File: config.mk
export PLATFORM = sky130hd
export DESIGN_NAME = glitc_align_ctrl
export DESIGN_NICKNAME = d
export VERILOG_FILES = /design/src/rtl/glitc_align_ctrl.sv
export SDC_FILE = /design/constraint.sdc
export NUM_CORES = 1
export LEC_CHECK = 0
export ABC_AREA = 1
export CORE_MARGIN = 2
export CORE_UTILIZATION = 55
export CTS_CLUSTER_SIZE = 16
export DETAILED_ROUTE_END_ITERATION = 10
export GPL_TIMING_DRIVEN = 0
export PLACE_DENSITY = 0.81
export SETUP_SLACK_MARGIN = 0.1
export SLEW_MARGIN = 0
export SYNTH_ARGS = -nofsm -noshare
export SYNTH_HDL_FRONTEND = slang
export SYNTH_SLANG_ARGS = --single-unit
File: constraint.sdc
create_clock -name clk_i -period 3.85 [get_ports clk_i]
set_input_delay 0.5775 -clock clk_i [delete_from_list [all_inputs] [get_ports clk_i]]
set_output_delay 0.5775 -clock clk_i [all_outputs]
set_load 0.03 [all_outputs]
File: src/rtl/glitc_align_ctrl.sv
// rtl/glitc_align_ctrl.sv - IDELAY tap sweep and bitslip training controller for one GLITC channel
//
// Purpose: resets the ISERDES, sweeps the 32 IDELAY taps and, at each tap,
// tries the four bitslip alignments against PATTERN while recording the eye.
// Optional feature macro: GLITC_ALIGN_CENTER_EN
//   defined     - full sweep, then load the eye centre and re-align
//   not defined - the first passing alignment ends training
//
// Ports:
//   clk_i            control clock (only clock)
//   rst_i            synchronous active-high reset
//   start_i          begin training; honoured only in IDLE/DONE/FAIL
//   sample_i[3:0]    deserialized word, already in clk_i domain
//   sample_valid_i   sample_i valid this cycle
//   delay_o[4:0]     IDELAY tap value
//   load_o           one-cycle IDELAY load pulse
//   bitslip_o        one-cycle bitslip pulse
//   serdes_rst_o     one-cycle ISERDES reset pulse
//   busy_o           training in progress
//   done_o           training succeeded, held until next start
//   fail_o           no usable tap, held until next start
//   eye_start_o[4:0] first passing tap
//   eye_stop_o[4:0]  last passing tap of the first contiguous run
module glitc_align_ctrl #(
   parameter logic [3:0] PATTERN       = 4'b1100,
   parameter int         SETTLE_CYCLES = 16,
   parameter int         MATCH_COUNT   = 64
) (
   input  logic       clk_i,
   input  logic       rst_i,
   input  logic       start_i,
   input  logic [3:0] sample_i,
   input  logic       sample_valid_i,
   output logic [4:0] delay_o,
   output logic       load_o,
   output logic       bitslip_o,
   output logic       serdes_rst_o,
   output logic       busy_o,
   output logic       done_o,
   output logic       fail_o,
   output logic [4:0] eye_start_o,
   output logic [4:0] eye_stop_o
);
   localparam int CW = $clog2(SETTLE_CYCLES + 1);

   typedef enum logic [3:0] {
      S_IDLE, S_SRST, S_LOAD, S_SETTLE, S_CHECK, S_SLIP, S_NEXT,
      S_FLOAD, S_FSETTLE, S_FCHECK, S_FSLIP, S_DONE, S_FAIL
   } state_t;

   state_t        state, state_n;
   logic [CW-1:0] cnt;
   logic [7:0]    match_cnt;
   logic [1:0]    slip_cnt;
   logic          start_ok, in_check, hit, miss, pass;
`ifdef GLITC_ALIGN_CENTER_EN
   logic          found, closed;
   logic [5:0]    eye_sum;

   assign eye_sum = {1'b0, eye_start_o} + {1'b0, eye_stop_o};
`endif

   assign start_ok = start_i && (state == S_IDLE || state == S_DONE || state == S_FAIL);
   assign in_check = (state == S_CHECK) || (state == S_FCHECK);
   assign hit      = in_check && sample_valid_i && (sample_i == PATTERN);
   assign miss     = in_check && sample_valid_i && (sample_i != PATTERN);
   assign pass     = hit && (match_cnt == 8'(MATCH_COUNT - 1));

   always_comb begin
      state_n = state;
      case (state)
         S_IDLE, S_DONE, S_FAIL: if (start_i) state_n = S_SRST;
         // SRST also holds off the first load so the reset pulse settles
         S_SRST:   if (cnt == CW'(SETTLE_CYCLES)) state_n = S_LOAD;
         S_LOAD:   state_n = S_SETTLE;
         S_SETTLE: if (cnt == CW'(SETTLE_CYCLES - 1)) state_n = S_CHECK;
         S_CHECK: begin
`ifdef GLITC_ALIGN_CENTER_EN
            if (pass) state_n = S_NEXT;
`else
            if (pass) state_n = S_DONE;
`endif
            else if (miss) state_n = (slip_cnt != 2'd3) ? S_SLIP : S_NEXT;
         end
         S_SLIP: state_n = S_SETTLE;
         S_NEXT: begin
`ifdef GLITC_ALIGN_CENTER_EN
            if (delay_o == 5'd31 || closed) state_n = found ? S_FLOAD : S_FAIL;
`else
            if (delay_o == 5'd31) state_n = S_FAIL;
`endif
            else state_n = S_LOAD;
         end
`ifdef GLITC_ALIGN_CENTER_EN
         S_FLOAD:   state_n = S_FSETTLE;
         S_FSETTLE: if (cnt == CW'(SETTLE_CYCLES - 1)) state_n = S_FCHECK;
         S_FCHECK: begin
            if (pass) state_n = S_DONE;
            else if (miss) state_n = (slip_cnt != 2'd3) ? S_FSLIP : S_FAIL;
         end
         S_FSLIP: state_n = S_FSETTLE;
`endif
         default: state_n = S_IDLE;
      endcase
   end

   always_ff @(posedge clk_i) begin
      if (rst_i) begin
         state        <= S_IDLE;
         cnt          <= '0;
         match_cnt    <= '0;
         slip_cnt     <= '0;
         delay_o      <= '0;
         load_o       <= 1'b0;
         bitslip_o    <= 1'b0;
         serdes_rst_o <= 1'b0;
         busy_o       <= 1'b0;
         done_o       <= 1'b0;
         fail_o       <= 1'b0;
         eye_start_o  <= '0;
         eye_stop_o   <= '0;
`ifdef GLITC_ALIGN_CENTER_EN
         found        <= 1'b0;
         closed       <= 1'b0;
`endif
      end else begin
         state        <= state_n;
         cnt          <= (state_n != state) ? '0 : cnt + CW'(1);
         // a new state always starts a fresh match run; invalid cycles keep the count
         match_cnt    <= (state_n != state) ? '0 : (hit ? match_cnt + 8'd1 : match_cnt);
         // pulses are registered so they line up with the delay_o update
         serdes_rst_o <= (state == S_SRST) && (cnt == '0);
         load_o       <= (state_n == S_LOAD) || (state_n == S_FLOAD);
         bitslip_o    <= (state_n == S_SLIP) || (state_n == S_FSLIP);
         busy_o       <= !(state_n == S_IDLE || state_n == S_DONE || state_n == S_FAIL);
         done_o       <= (state_n == S_DONE);
         fail_o       <= (state_n == S_FAIL);

         if (start_ok || state == S_NEXT || state == S_FLOAD)
            slip_cnt <= '0;
         else if (state == S_SLIP || state == S_FSLIP)
            slip_cnt <= slip_cnt + 2'd1;

         if (start_ok) begin
            delay_o     <= '0;
            eye_start_o <= '0;
            eye_stop_o  <= '0;
`ifdef GLITC_ALIGN_CENTER_EN
            found       <= 1'b0;
            closed      <= 1'b0;
`endif
         end else begin
            if (state == S_NEXT && state_n == S_LOAD)
               delay_o <= delay_o + 5'd1;
`ifdef GLITC_ALIGN_CENTER_EN
            if (state_n == S_FLOAD)
               delay_o <= eye_sum[5:1];
            if (state == S_CHECK && pass) begin
               if (!found) begin
                  found       <= 1'b1;
                  eye_start_o <= delay_o;
                  eye_stop_o  <= delay_o;
               end else if (!closed) begin
                  eye_stop_o  <= delay_o;
               end
            end
            // four failed alignments after a pass mark the end of the first eye
            if (state == S_CHECK && miss && slip_cnt == 2'd3 && found)
               closed <= 1'b1;
`else
            if (state == S_CHECK && pass) begin
               eye_start_o <= delay_o;
               eye_stop_o  <= delay_o;
            end
`endif
         end
      end
   end
endmodule

==> metrics, run 1 <==
Hold Crit Depth 1; Worst Path Required 4.13 ns; Resized Gates After CTS 0; Post-synth top cells nand2_1 (47), dfxtp_1 (35), inv_1 (31); xor/xnor share of the synthesized area around 4.7%; vias per inst 5.061; vias in the first global route 1618; worst skew pair latency roughly 0.35 ns; YS warnings 0; Slew @ Worst Pin 0.4191 ns; core outline area about 0.0033 mm^2; ys async rst share 0%; Peak VDD IR 0.0001798 V; Main synth FF type dfxtp_1; CTS tree yes; H-Tree Depth 2; Max Buffers Root-to-Sink 2; drc violations 0; Hold Path Class reg -> reg; post-synth cell types 31; synth top area cells dfxtp_1 (37%), nand2_1 (9.4%), inv_1 (6.2%), nor3_2 (5.9%), ha_1 (4.7%); Post-Synthesis Cell Area 0.001878 mm^2; Synth Area in Simple Gates a little over a third; critical path data arrival time 2.41 ns; Seq/Total Area, Yosys 37.31%; share of layout cells above drive strength 1 14.89%; Tot GR Track Use around a fifth; top-count cell post-synth nand2_1; Root Buffer clkbuf_4; RSZ-0062 raised after global routing false; kind of critical path reg -> reg; fin cells 328; placed cells 320; ANT cells 0; final antenna-violating net count 0; DRT iter0 DRCs 84; Power Dens Cells 278.7 mW/mm^2; final setup vio count 0; syn_area_per_cell 7.603 um^2; dpl hpwl 2.875 mm; FF+latch count, synth 35; I/O Buffers 27; total negative slack 0 ns; Critical Path End Type flip-flop; Initial Utilization 56.73%; Setup Buffers After CTS 0; Clock Skews between 0.01 and 0.015 ns; Final nets 296; final worst slack between 1.5 and 2 ns; drt total wl 3.647 mm; largest net degree at the start of global routing 13; TritonRoute pass-1 iters 5; Synth Area in Compound Gates 7.728%; post-synth top area cell dfxtp_1; total of max-cap violations 0; top cell type's share of synthesized area 37.31%; synthesis-to-finish area growth 20.52%; FMAX 469.9 MHz; largest family of logic cells by synthesized area simple AND/OR/NAND/NOR gates; Slew HR 72.06%; status completed; initial antenna violation count 0; pre-CTS setup slack roughly 1.4 ns; Cells after Synth 247; global-route wire length before repair 6.548 mm; final number of max-transition violations 0; reg2reg path depth 15; row cnt 21; RD Place Congestion 0.9039; # IOs 29; Routed WL per cell 11.12 um; Pleak ~0.94 nW; EDFF count, synth 0; via count 1660; Clock Pin Slew Worst Setup and Hold Paths around 0.10 ns; Final period util 55.28%; Num CTS Buffers 5; remaining global-route overflow 0; die area 0.003898 mm^2; syn nets 262; Setup crit start kind flip-flop; Die Ht 62.44 um; Sink Count 35; Adder-Cell Fraction of Synth Area 4.664%; worst-path fanout max 10; minimum clock period 2.128 ns; mux contribution to synthesized area 0.5330%; Final Hold Vio Count 0; hold_buf cts 0; die width 62.44 um
metal layers:
layer | up-vias | GRT usage (%) | wire, um
li1 | 863 | - | -
met1 | 750 | 22.10 | 1533
met2 | 40 | 38.71 | 1871
met3 | 7 | 4.144 | 161
met4 | 0 | 10.83 | 80
met5 | - | 0 | 0
power breakdown:
group / leakage [nW] / internal (mW) / switching (mW) / total [mW]
logic: 0.631 / 0.0246 / 0.0378 / 0.0624
clock network: 0.0272 / 0.0696 / 0.128 / 0.197
registers: 0.283 / 0.367 / 0.00453 / 0.371
total: 0.941 / 0.461 / 0.170 / 0.631
worst max-delay path, stage by stage, from the launching register on:
cell	delay (ns)
dfxtp_1	0.40
ha_1	0.20
nand2_1	0.06
nor2_1	0.09
ha_1	0.19
nand2_1	0.06
nand3_1	0.08
nand2_1	0.05
inv_1	0.06
nand2_1	0.07
nor2_1	0.18
nand3_2	0.12
nand2_1	0.09
nand3_2	0.13
buf_6	0.18
nor3_2	0.10
cell families after synthesis:
kind of cell,count (synthesis)
DFF,35
adders and majority gates,7
muxes,1
AOI/OAI and AO/OA,28
buffers and inverters,41
xor gates and xnor gates,10
and+or+nand+nor,125
stage by stage:
step	hold slack [ns]	power (mW)	utilization [%]	cell area [um^2]
3_3_place_gp	0.4433	0.4405	66.63	2206
2_1_floorplan	0.4197	0.4216	-	1878
6_report	0.4701	0.6308	68.37	2263
3_5_place_dp	0.4551	0.4419	66.63	2206
5_1_grt	0.4955	0.6630	68.37	2263
4_1_cts	0.4790	0.6373	68.37	2263
cell type report:
| type | instances | area [um^2] |
|---|---|---|
| fillers | 310 | 1047 |
| clock buffers | 5 | 37.54 |
| flip-flops and latches | 35 | 700.7 |
| plain buffers | 8 | 63.81 |
| well taps | 46 | 57.56 |
| inverters | 33 | 123.9 |
| clock inverters | 3 | 20.02 |
| multi-input cells | 171 | 989.7 |
| repair buffers | 27 | 270.3 |
path summary, 6_finish.rpt:
check                    startpoint                   endpoint  slack [ns]
setup / recovery  cnt[0]$_SDFF_PP0_  match_cnt[0]$_SDFFE_PP0P_        1.72
hold / removal    cnt[4]$_SDFF_PP0_    serdes_rst_o$_SDFF_PP0_        0.47
setup reg to reg  cnt[0]$_SDFF_PP0_  match_cnt[0]$_SDFFE_PP0P_        1.72
hold reg to reg   cnt[4]$_SDFF_PP0_    serdes_rst_o$_SDFF_PP0_        0.47
layout by cell type (no fill, tap or decap):
master	netlist	final
or2_2	1	1
buf_1	1	1
nand3_1	17	17
and2_1	1	1
clkinvlp_4	0	2
clkdlybuf4s50_1	0	27
mux2i_1	1	1
a21oi_1	13	13
o211ai_1	1	1
xor2_1	6	6
nor3_2	11	11
nor4_1	1	1
o21ai_0	12	12
inv_1	31	31
nor2_2	3	3
nand4_1	5	5
clkinv_2	0	1
nand2_2	3	3
xnor2_1	4	4
ha_1	7	7
nand3_2	3	3
inv_2	2	2
o21bai_1	1	1
buf_4	5	5
clkbuf_4	0	5
nand2_1	47	47
nor3_1	5	5
nor2_1	23	23
buf_6	2	2
o21ai_1	1	1
nand2_4	1	1
nand3b_1	1	1
dfxtp_1	35	35
nor2_4	2	2
nand3_4	1	1
registers in the layout, summed over array words and instances (netlist names):
name and cells:
serdes_rst_o 1, bitslip_o 1, match_cnt 8, busy_o 1, cnt 5, fail_o 1
load_o 1, slip_cnt 2, eye_stop_o 5, done_o 1, state 4, delay_o 5
(Power assumes the default switching activity.)
==> run 2, diff against run 1 <==
--- a/config.mk
+++ b/config.mk
@@ -7,11 +7,11 @@
 export LEC_CHECK = 0
 export ABC_AREA = 1
 export CORE_MARGIN = 2
-export CORE_UTILIZATION = 55
+export CORE_UTILIZATION = 53
 export CTS_CLUSTER_SIZE = 16
 export DETAILED_ROUTE_END_ITERATION = 10
 export GPL_TIMING_DRIVEN = 0
-export PLACE_DENSITY = 0.81
+export PLACE_DENSITY = 0.79
 export SETUP_SLACK_MARGIN = 0.1
 export SLEW_MARGIN = 0
 export SYNTH_ARGS = -nofsm -noshare
==> constraint.sdc (replaced) <==
create_clock -name clk_i -period 2.1 [get_ports clk_i]
set_input_delay 0.315 -clock clk_i [delete_from_list [all_inputs] [get_ports clk_i]]
set_output_delay 0.315 -clock clk_i [all_outputs]
set_load 0.03 [all_outputs]
==> metrics, run 2 (synthesized netlist as in run 1, its figures left out) <==
CP delay by family, top simple AND/OR/NAND/NOR gates; ANT cells 0; worst skew pair latency 0.34 ns; DRT iter0 DRCs a little over 80; reg2reg path depth 15; RD Place Congestion slightly above 0.9; Routed WL per cell between 10 and 15 um; Tot GR Track Use 21.50%; Slew HR 71.45%; reg2reg start cnt[1]$_SDFF_PP0_; share of layout cells above drive strength 1 27.70%; min-delay src rst_i; CTS tree yes; Hold Crit Depth 2; Largest register FFs 8; core outline area 0.003363 mm^2; leading cell type in the layout, fill and taps excluded nand2_1; drt total wl 4.120 mm; Top reg by flops match_cnt; TritonRoute pass-1 iters 4; Hold EP done_o$_SDFF_PP0_; minimum clock period about 1.9 ns; drc violations 0; reg2reg setup slack about 0.16 ns; total of max-cap violations 0; I/O Buffers 27; worst path bufs/invs 2; Hold Path Class in -> reg; Worst Path Required 2.37 ns; slowest cell on the critical path dfxtp_2; Die Ht 63.53 um; Power, Total between 1 and 1.5 mW; Sink Count 35; Max Buffers Root-to-Sink 2; vias in the first global route 1602; initial antenna violation count 0; final setup vio count 0; Clock Skews approximately 0.0059 ns; Initial Utilization 55.84%; Pleak 1.055 nW; Setup crit start kind flip-flop; Power Dens Cells 471.5 mW/mm^2; H-Tree Depth 2; remaining global-route overflow 0; dpl hpwl 2.843 mm; die width 63.53 um; Root Buffer clkbuf_4; critical path data arrival time 2.20 ns; biggest cell delay along the critical path 0.37 ns; largest net degree at the start of global routing 12; kind of critical path reg -> reg; row cnt 21; synthesis-to-finish area growth 34.71%; final number of max-transition violations 0; die area 0.004035 mm^2; vias per inst between 5 and 6; Num CTS Buffers 5; Slew @ Worst Pin 0.4282 ns; Clock Pin Slew Worst Setup and Hold Paths approximately 0.11 ns; Critical Path End Type flip-flop; final antenna-violating net count 0; pre-CTS setup slack -0.2111 ns; Final Hold Vio Count 0; RSZ-0062 raised after global routing true; worst-path fanout max 3; worst path cell trace ha_4, nand2_4, nor2_4, ha_4, nand2_1, nand3_1, nand2_1, inv_2, nand2_2, nor2_4, nand3_2, nand2_2, nand3_4, buf_6, nor3_1; global-route wire length before repair approximately 6.8 mm; commonest cells after routing, fill and taps aside nand2_1 (42), inv_1 (29), dfxtp_1 (27), clkdlybuf4s50_1 (27), nor2_1 (20); FMAX 516.4 MHz; Peak VDD IR ~0.00042 V; via count around 1700; r2r endpoint match_cnt[5]$_SDFFE_PP0P_; status completed; # IOs 29; WHS 0.3460 ns; Final nets just over 300; final worst slack around 0.16 ns; Final period util 92.22%
-- run 2: cell type report --
| cell class | count | area [um^2] |
|---|---|---|
| buffer | 8 | 71.32 |
| clock buffer | 5 | 37.54 |
| fill | 277 | 833.3 |
| inverter | 33 | 123.9 |
| clock inverter | 3 | 15.01 |
| tap | 46 | 57.56 |
| multi-input combinational | 171 | 1112 |
| timing repair buffer | 41 | 399.1 |
| sequential | 35 | 713.2 |
-- run 2: per-stage QoR --
stage          std cells  utilization (%)  cell area (um^2)  TNS [ns]
6_report             342            75.22              2530         0
3_3_place_gp         320            65.66              2208    -1.792
5_1_grt              342            75.22              2530         0
4_1_cts              337            71.13              2392         0
3_5_place_dp         320            65.66              2208    -2.229
2_1_floorplan        247                -              1881         0
-- run 2: power by group --
group | switching (mW) | internal (mW) | total, mW
Clock | 0.229 | 0.125 | 0.354
Combinational | 0.0882 | 0.0707 | 0.159
Sequential | 0.00794 | 0.672 | 0.680
-- run 2: how the worst max path moves through the flow --
stage / cells after the start / startpoint / slack (ns) / to
global placement: 11 / sample_i[2] / -0.18 / match_cnt[1]$_SDFFE_PP0P_
detailed placement: 11 / sample_i[2] / -0.21 / match_cnt[6]$_SDFFE_PP0P_
finish: 15 / cnt[1]$_SDFF_PP0_ / 0.16 / match_cnt[5]$_SDFFE_PP0P_
floorplan: 13 / delay_o[1]$_SDFFE_PP0P_ / 0.19 / cnt[1]$_SDFF_PP0_
CTS: 12 / state[3]$_SDFF_PP0_ / 0.11 / match_cnt[6]$_SDFFE_PP0P_
global route: 15 / cnt[1]$_SDFF_PP0_ / 0.06 / cnt[3]$_SDFF_PP0_
-- run 2: timing repair --
item | in CTS | in global routing
cloned | 1 | 0
hold buffers | 0 | 0
pin swaps | 8 | 11
endpoints found under the setup margin | 13 | 16
setup buffers | 8 | 5
hold endpoints to repair | 0 | 0
resized for setup | 14 | 27
-- run 2: routing by layer --
metal  global-route usage [%]  share of wire, %  vias up
met4                    8.152               1.4        0
li1                         -                 -      894
met1                    24.22                43      799
met2                    38.68                51       33
met5                        0                 0        -
met3                    5.357               3.7        6
